<file path="src/rtl/mem_delay_line_if.sv">
// Streaming sample bus for mem_delay_line: advance enable, tagged input sample
// and the tagged delayed sample.
interface mem_delay_line_if #(
  parameter int NCH   = 4,
  parameter int WIDTH = 16
);
  logic                 en;
  logic                 din_valid;
  logic [NCH*WIDTH-1:0] din;
  logic                 dout_valid;
  logic [NCH*WIDTH-1:0] dout;

  modport master (
    output en, din_valid, din,
    input  dout_valid, dout
  );

  modport slave (
    input  en, din_valid, din,
    output dout_valid, dout
  );
endinterface

</file>
<file path="src/rtl/mem_delay_line.sv">
// Multi-channel delay line with runtime-programmable delay, stall, per-sample
// valid tracking, flush on reload and a primed indication.
module mem_delay_line #(
  parameter int  NCH       = 4,
  parameter int  WIDTH     = 16,
  parameter int  MAX_DEPTH = 32,
  localparam int DW        = $clog2(MAX_DEPTH + 1)
) (
  input  logic            clk,
  input  logic            rst,
  mem_delay_line_if.slave bus,
  input  logic            cfg_load,
  input  logic [DW-1:0]   delay_cfg,
  output logic            primed,
  output logic [DW-1:0]   cur_delay
);

  localparam int AW     = (MAX_DEPTH > 1) ? $clog2(MAX_DEPTH) : 1;
  localparam int DATA_W = NCH * WIDTH;

  logic [DATA_W-1:0]    data_q [MAX_DEPTH];
  logic [DATA_W-1:0]    data_d [MAX_DEPTH];
  logic [MAX_DEPTH-1:0] valid_q, valid_d;
  logic [DW-1:0]        cur_delay_q, cur_delay_d;
  logic [DW-1:0]        fill_q, fill_d;
  logic [DW-1:0]        delay_clamped;
  logic [AW-1:0]        sel;

  always_comb begin
    delay_clamped = delay_cfg;
    if (delay_cfg == '0) begin
      delay_clamped = DW'(1);
    end else if (delay_cfg > DW'(MAX_DEPTH)) begin
      delay_clamped = DW'(MAX_DEPTH);
    end
  end

  always_comb begin
    data_d      = data_q;
    valid_d     = valid_q;
    cur_delay_d = cur_delay_q;
    fill_d      = fill_q;

    if (bus.en) begin
      data_d[0]  = bus.din;
      valid_d[0] = bus.din_valid;
      for (int i = 1; i < MAX_DEPTH; i++) begin
        data_d[i]  = data_q[i-1];
        valid_d[i] = valid_q[i-1];
      end
    end

    // Reload invalidates everything in flight; only a sample captured on the
    // reload edge itself survives, as the first sample under the new delay.
    if (cfg_load) begin
      cur_delay_d = delay_clamped;
      for (int i = 1; i < MAX_DEPTH; i++) begin
        valid_d[i] = 1'b0;
      end
      if (bus.en) begin
        fill_d = DW'(1);
      end else begin
        valid_d[0] = 1'b0;
        fill_d     = '0;
      end
    end else if (bus.en && (fill_q < cur_delay_q)) begin
      fill_d = fill_q + DW'(1);
    end
  end

  always_ff @(posedge clk) begin
    if (rst) begin
      for (int i = 0; i < MAX_DEPTH; i++) begin
        data_q[i] <= '0;
      end
      valid_q     <= '0;
      cur_delay_q <= DW'(MAX_DEPTH);
      fill_q      <= '0;
    end else begin
      data_q      <= data_d;
      valid_q     <= valid_d;
      cur_delay_q <= cur_delay_d;
      fill_q      <= fill_d;
    end
  end

  // cur_delay_q is always within [1, MAX_DEPTH], so the tap index fits AW bits.
  assign sel            = AW'(cur_delay_q - DW'(1));
  assign bus.dout       = data_q[sel];
  assign bus.dout_valid = valid_q[sel];
  assign primed         = (fill_q >= cur_delay_q);
  assign cur_delay      = cur_delay_q;

endmodule

</file>
<file path="src/flat_wrapper.sv">
// flat-port wrapper written by rule: the top's interface ports become plain ports
module mem_delay_line_flat 
#(
  parameter int  NCH       = 4,
  parameter int  WIDTH     = 16,
  parameter int  MAX_DEPTH = 32,
  localparam int DW        = $clog2(MAX_DEPTH + 1)
)
  (clk, rst, cfg_load, delay_cfg, primed, cur_delay, bus_en, bus_din_valid, bus_din, bus_dout_valid, bus_dout);
  mem_delay_line_if #(.NCH(NCH), .WIDTH(WIDTH)) bus_i ();
  input  logic clk;
  input  logic rst;
  input  logic cfg_load;
  input  logic [DW-1:0] delay_cfg;
  output logic primed;
  output logic [DW-1:0] cur_delay;
  input wire logic [$bits(bus_i.en)-1:0] bus_en;
  input wire logic [$bits(bus_i.din_valid)-1:0] bus_din_valid;
  input wire logic [$bits(bus_i.din)-1:0] bus_din;
  output wire logic [$bits(bus_i.dout_valid)-1:0] bus_dout_valid;
  output wire logic [$bits(bus_i.dout)-1:0] bus_dout;
  assign bus_i.en = bus_en;
  assign bus_i.din_valid = bus_din_valid;
  assign bus_i.din = bus_din;
  assign bus_dout_valid = bus_i.dout_valid;
  assign bus_dout = bus_i.dout;
  mem_delay_line #(.NCH(NCH), .WIDTH(WIDTH), .MAX_DEPTH(MAX_DEPTH)) u_core (.clk(clk), .rst(rst), .bus(bus_i), .cfg_load(cfg_load), .delay_cfg(delay_cfg), .primed(primed), .cur_delay(cur_delay));
endmodule
</file>
<file path="config.mk">
export PLATFORM = sky130hd
export DESIGN_NAME = mem_delay_line_flat
export DESIGN_NICKNAME = d
export VERILOG_FILES = /design/src/rtl/mem_delay_line_if.sv /design/src/rtl/mem_delay_line.sv /design/src/flat_wrapper.sv
export SDC_FILE = /design/constraint.sdc
export NUM_CORES = 2
export LEC_CHECK = 0
export ABC_AREA = 1
export BUFFER_PORTS_ARGS = -buffer_cell sky130_fd_sc_hd__buf_2
export CORE_MARGIN = 4
export CORE_UTILIZATION = 25
export CTS_CLUSTER_DIAMETER = 120
export DETAILED_ROUTE_END_ITERATION = 6
export GPL_TIMING_DRIVEN = 0
export PLACE_DENSITY = 0.4
export SYNTH_ARGS = -nofsm -noshare
export SYNTH_HDL_FRONTEND = slang
export SYNTH_SLANG_ARGS = --single-unit
</file>
<file path="constraint.sdc">
create_clock -name clk -period 2.5 [get_ports clk]
set_input_delay 0.25 -clock clk [delete_from_list [all_inputs] [get_ports clk]]
set_output_delay 0.25 -clock clk [all_outputs]
set_load 0.03 [all_outputs]
</file>
Word-level counts from Yosys, hierarchy flattened
Cells that the tools add are included.
{"block": "totals", "reg_bits": 2092, "inputBits": 75, "out_inout_bits": 72}
{"block": "op_classes", "n_lt_le_gt_ge": 5, "addsub": 2, "bitwise_logic": 1, "reduce_logical": 4, "mux": 13}
{"cell": "64-bit binary-select mux with 5-bit select", "count": 1}
{"cell": "64-bit two-way mux", "count": 2}
{"cell": "6-bit two-way mux", "count": 4}
{"cell": "6-bit by 1-bit adder with 6-bit output, second input constant", "count": 1}
{"cell": "6-bit greater-or-equal comparator", "count": 1}
{"cell": "6-bit greater-or-equal comparator, second input constant", "count": 1}
{"cell": "6-bit > comparator, second input constant", "count": 1}
{"cell": "6-bit zero test", "count": 1}
{"cell": "5-bit by 6-bit < comparator with 1-bit output, second input constant", "count": 1}
{"cell": "6-bit < comparator", "count": 1}
{"cell": "5-bit inverter with 6-bit output", "count": 1}
{"cell": "1-bit binary-select mux with 5-bit select", "count": 1}
{"cell": "1-bit two-way mux", "count": 5}
{"cell": "5-bit by 1-bit subtractor with 5-bit output, second input constant", "count": 1}
{"cell": "2-bit nonzero test", "count": 1}
{"cell": "2-bit OR reduction", "count": 1}
{"cell": "1-bit logical AND", "count": 1}

Longest topological paths before layout
{"block": "logic_depth", "depth_word": 5, "ltp_mapped": 17, "depth_no_buf": 11}

Worst setup path after synthesis
OpenSTA, ideal clock, no wires.
{"block": "synth_timing", "path_type": "reg2out", "startpoint": "register u_core.cur_delay_q[0] (netlist: u_core.cur_delay[0])", "endpoint": "output port bus_dout[44]", "stages_incl_launch_ff": 17, "required_ns": 2.250, "arrival_time_ns": 2.515, "slack_ns": -0.265, "cell_sequence": "dfxtp_1 > buf_4 > inv_4 > buf_6 > buf_6 > buf_6 > ha_1 > buf_4 > buf_2 > clkbuf_1 > nand3_1 > nand3_1 > nand2_1 > nand2_1 > nand2_1 > nand2_1 > nand2_1"}
{"block": "synth_via", "elab_chain_cells": 5}
{"item": "from (decl)", "line_no": "mem_delay_line.sv:24", "text": "logic [DW-1:0] cur_delay_q, cur_delay_d;"}
{"item": "from (signal assigned)", "line_no": "mem_delay_line.sv:77", "text": "cur_delay_q <= DW'(MAX_DEPTH);"}
{"item": "from (signal assigned)", "line_no": "mem_delay_line.sv:82", "text": "cur_delay_q <= cur_delay_d;"}
{"item": "5-bit by 1-bit subtractor with 5-bit output", "line_no": "mem_delay_line.sv:88", "text": "assign sel = AW'(cur_delay_q - DW'(1));"}
{"item": "5-bit inverter with 6-bit output (implied by the code)", "line_no": "mem_delay_line.sv:89", "text": "assign bus.dout = data_q[sel];"}
{"item": "64-bit binary-select mux with 5-bit select", "line_no": "mem_delay_line.sv:89"}
{"item": "64-bit two-way mux (implied by the code) (2 in a row)", "line_no": "mem_delay_line.sv:89"}
{"item": "to (decl)", "line_no": "flat_wrapper.sv:21", "text": "output wire logic [$bits(bus_i.dout)-1:0] bus_dout;"}
No other way between the ends. The select of a mux whose other input is x is not followed.

Worst setup path in the final report
{"block": "layout_timing", "startpoint": "register u_core.cur_delay_q[0] (netlist: u_core.cur_delay[0])", "endpoint": "output port bus_dout[31]"}
Same word-level chain as after synthesis.

==> key figures <==
Global route
  – Vias in the first global route: 94211
  – Gr ovfl total: 0
  – Pin count of the biggest net entering global routing: 13
  – Initial antenna violation count: 86
  – Total Routing Usage GR: 0.337
  – First-pass GRT wire length: 871000 um

Synthesis
  – Ys Warns: 0
  – Post-synth ARST share: 0
  – Post-Syn Instances: 13824
  – Register bit count reported by yosys: 2092
  – Register area share after synthesis: 0.454
  – Net Count, Synth: 13907
  – Syn avg cell area: 6.67 um^2
  – Count of different cell masters after synthesis: 24
  – EDFF count, synth: 0
  – Primary FF master, synth: dfxtp_1
  – Synth Cell Area: 92300 um^2

Timing
  – RSZ-0062 raised after global routing: yes
  – Setup Skew: 40.3 ps
  – Final setup vio count: 66
  – Final period util: 1.78
  – F_max: 0.225 GHz
  – Slew at the pin closest to its max-slew limit: 1420 ps
  – Final WS setup: -1950 ps
  – Relative slew slack: 0.0523
  – Final Hold Viols: 0
  – Max Slew Vio Count: 0
  – Tmin final: 4450 ps

Pwr
  – Clk pwr share: 0.406
  – Final total power: 0.0988 W
  – Logic pwr share: 0.213
  – Sw frac: 0.349
  – VDD IR max: 0.547 mV
  – Switching power of the nets: 0.0345 W
  – Leak pwr: 48.3 nW
  – Seq pwr share: 0.381
  – PD cells: 844 nW/um^2
  – Pint: 0.0643 W

Place
  – HPWL Detailed: 485000 um
  – IO buf count: 144
  – Routability cong.: 1.04

Layout
  – Fin util: 0.319
  – Share of cells above drive strength 1: 0.134
  – Nets@finish: 14512
  – P&R area growth vs syn: 26.9%

Floorplanning
  – Die Ht: 615 um
  – Die area: 379000 um^2
  – Initial Util: 0.252
  – Core area: 367000 um^2
  – IO Pins: 147
  – Die extent in x: 615 um
  – Placement Rows: 222

Worst setup path
  – CP arrival: 4200 ps
  – Reg2reg start: u_core.cur_delay[0]
  – Critical Path End Type: output port
  – Critical path origin: u_core.cur_delay[0]
  – CP required: 2250 ps
  – Peak fanout along the critical path: 10
  – Reg2Reg Setup Slack: 270 ps
  – Reg2reg end: u_core.cur_delay[0]
  – Crit path capture: bus_dout[31]
  – CP Launch Type: register
  – Crit path kind: register to output port
  – R2r worst-path depth: 8

Min path
  – Hold WC Path Type: input port to register

Drt
  – WL met3: 72300 um
  – WL final: 671000 um
  – Vias: 103659
  – DR vias/cell: 5.32
  – Drt wl/cell: 34.4 um
  – DRT Pass-1 Iters: 7
  – DRC violations left: 12
  – Top routing layer used: met5
  – Wl on met1: 264000 um
  – DRT iter0 DRCs: 15054
  – Final antenna-violating net count: 0
  – Met2 routed WL: 283000 um

Clock tree
  – Num CTS Buffers: 268
  – CTS H-tree depth: 5
  – CTS tree: built
  – Clock sink total: 2092
  – CTS max path bufs: 4
  – Root Buffer: clkbuf_16
  – Reg clk slew, reported paths: 60 ps
  – Skew-Pair Late Insertion Delay: 940 ps

Run status
  – Failing checks: DRC, setup timing
  – Run status: complete, but fails checks

Job
  – Max cap viols: 0
[cell type report]
cell class | instances | area, um^2
Sequential cell | 2092 | 41900
Multi-Input combinational cell | 10565 | 48500
Buffer | 1137 | 8030
Tap cell | 4816 | 6030
Timing Repair inverter | 1 | 20.0
Fill cell | 40651 | 250000
Antenna cell | 60 | 150
Clock inverter | 50 | 532
Timing Repair Buffer | 335 | 3650
Clock buffer | 410 | 8150
Inverter | 29 | 151
[cells in the final DEF, fill, tap and decap left out, types with 3 or more instances in the layout]
cell and n:
buf_4 153, inv_6 10, nand2_8 5, a21oi_1 41
ha_1 7, clkbuf_4 9, buf_16 58, inv_1 20
o21ai_0 1722, inv_2 7, nand4_1 4, dfxtp_1 2090
clkinv_8 3, inv_16 4, clkbuf_8 70, clkinv_2 26
diode_2 60, dlygate4sd3_1 79, nand3_1 1420, o21ai_1 336
clkbuf_2 8, nor2_1 4109, buf_2 499, buf_6 135
nand3_4 120, buf_12 73, bufinv_16 7, nand2_4 85
clkbuf_1 463, nand2_2 76, clkbuf_16 295, buf_8 36
nand2_1 2354, nand3_2 277
[sequential cells by signal (all words and copies together), names as in the netlist]
signal / cells
u_core.cur_delay: 6
u_core.valid_q: 32
u_core.fill_q: 6
u_core.data_q: 2048
[power by group through the flow]
stage	combinational, W	clock [W]	sequential [W]
after floorplan	0.00827	0	0.0372
after global placement	0.0168	0	0.0382
after detailed placement	0.0169	0	0.0382
after CTS	0.0192	0.0403	0.0375
after global routing	0.0213	0.0415	0.0378
final	0.0210	0.0402	0.0376
[worst max-delay path: stages (launching register included)]
cell	delay, ps
dfxtp_4	350
buf_12	120
inv_16	50
buf_12	150
buf_16	140
buf_16	160
ha_4	280
buf_16	170
buf_12	180
inv_16	100
buf_16	210
buf_8	200
nand3_1	100
nand3_1	130
nand3_2	270
nand3_1	250
nand2_4	100
buf_6	150
[cell families (layout without fill, tap and decap cells)]
logic type	after synthesis	after routing	share of synthesized area
other	0	60	0
xor gates and xnor gates	1	1	0.0000950
adders and majority gates	8	8	0.00109
DFF	2092	2092	0.454
and+or+nand+nor	8453	8453	0.369
buffers and inverters	1167	1962	0.0618
AOI/OAI and AO/OA	2103	2103	0.114
[routing by layer]
metal,global-route usage,up-vias
met5,0,-
met4,0.217,22
met3,0.103,1653
met2,0.503,6062
met1,0.420,49680
li1,-,46242
[timing repair]
action                     in CTS  in global routing
cloned                         19                  4
pin swaps                      64                179
setup endpoints to repair      66                 66
buffers inserted               63                 22
hold endpoints to repair       80                  0
gates resized for setup       999                498
hold buffers                   79                  0
[worst min path at each step]
stage                       startpoint                   to  slack, ps  cells after the start
floorplan                 delay_cfg[3]  u_core.cur_delay[3]        360                      2
global placement    u_core.valid_q[22]   u_core.valid_q[22]        470                      2
detailed placement         bus_din[10]  u_core.data_q[1994]        480                      3
CTS                        bus_din[11]  u_core.data_q[1995]         30                      4
global route               bus_din[49]  u_core.data_q[2033]         80                      4
finish                     bus_din[30]  u_core.data_q[2014]         70                      4
[cell usage after synthesis (8+ instances only)]
master | count | area share
nand2_1 | 2517 | 0.10
nand3_1 | 1817 | 0.099
buf_1 | 17 | 0.00069
o21ai_0 | 1722 | 0.093
inv_1 | 23 | 0.00094
o21ai_1 | 336 | 0.018
dfxtp_1 | 2092 | 0.45
ha_1 | 8 | 0.0011
buf_4 | 84 | 0.0068
buf_2 | 576 | 0.031
nor2_1 | 4109 | 0.17
buf_6 | 38 | 0.0046
clkbuf_1 | 423 | 0.017
a21oi_1 | 41 | 0.0022
[through the flow]
step	std cells	hold slack (ps)	setup slack (ps)	instance area, um^2	setup TNS, ps
finish	19495	69.2	-1950	117000	-119850
detailed placement	18790	476	-3300	99400	-274020
CTS	19411	29.6	-1960	114000	-120960
floorplan	13824	363	-6.71	92500	-169
global route	19455	81.0	-1940	117000	-118340
global placement	18784	473	-4090	99200	-364450
Note: power is estimated with default switching activity, not from simulation.
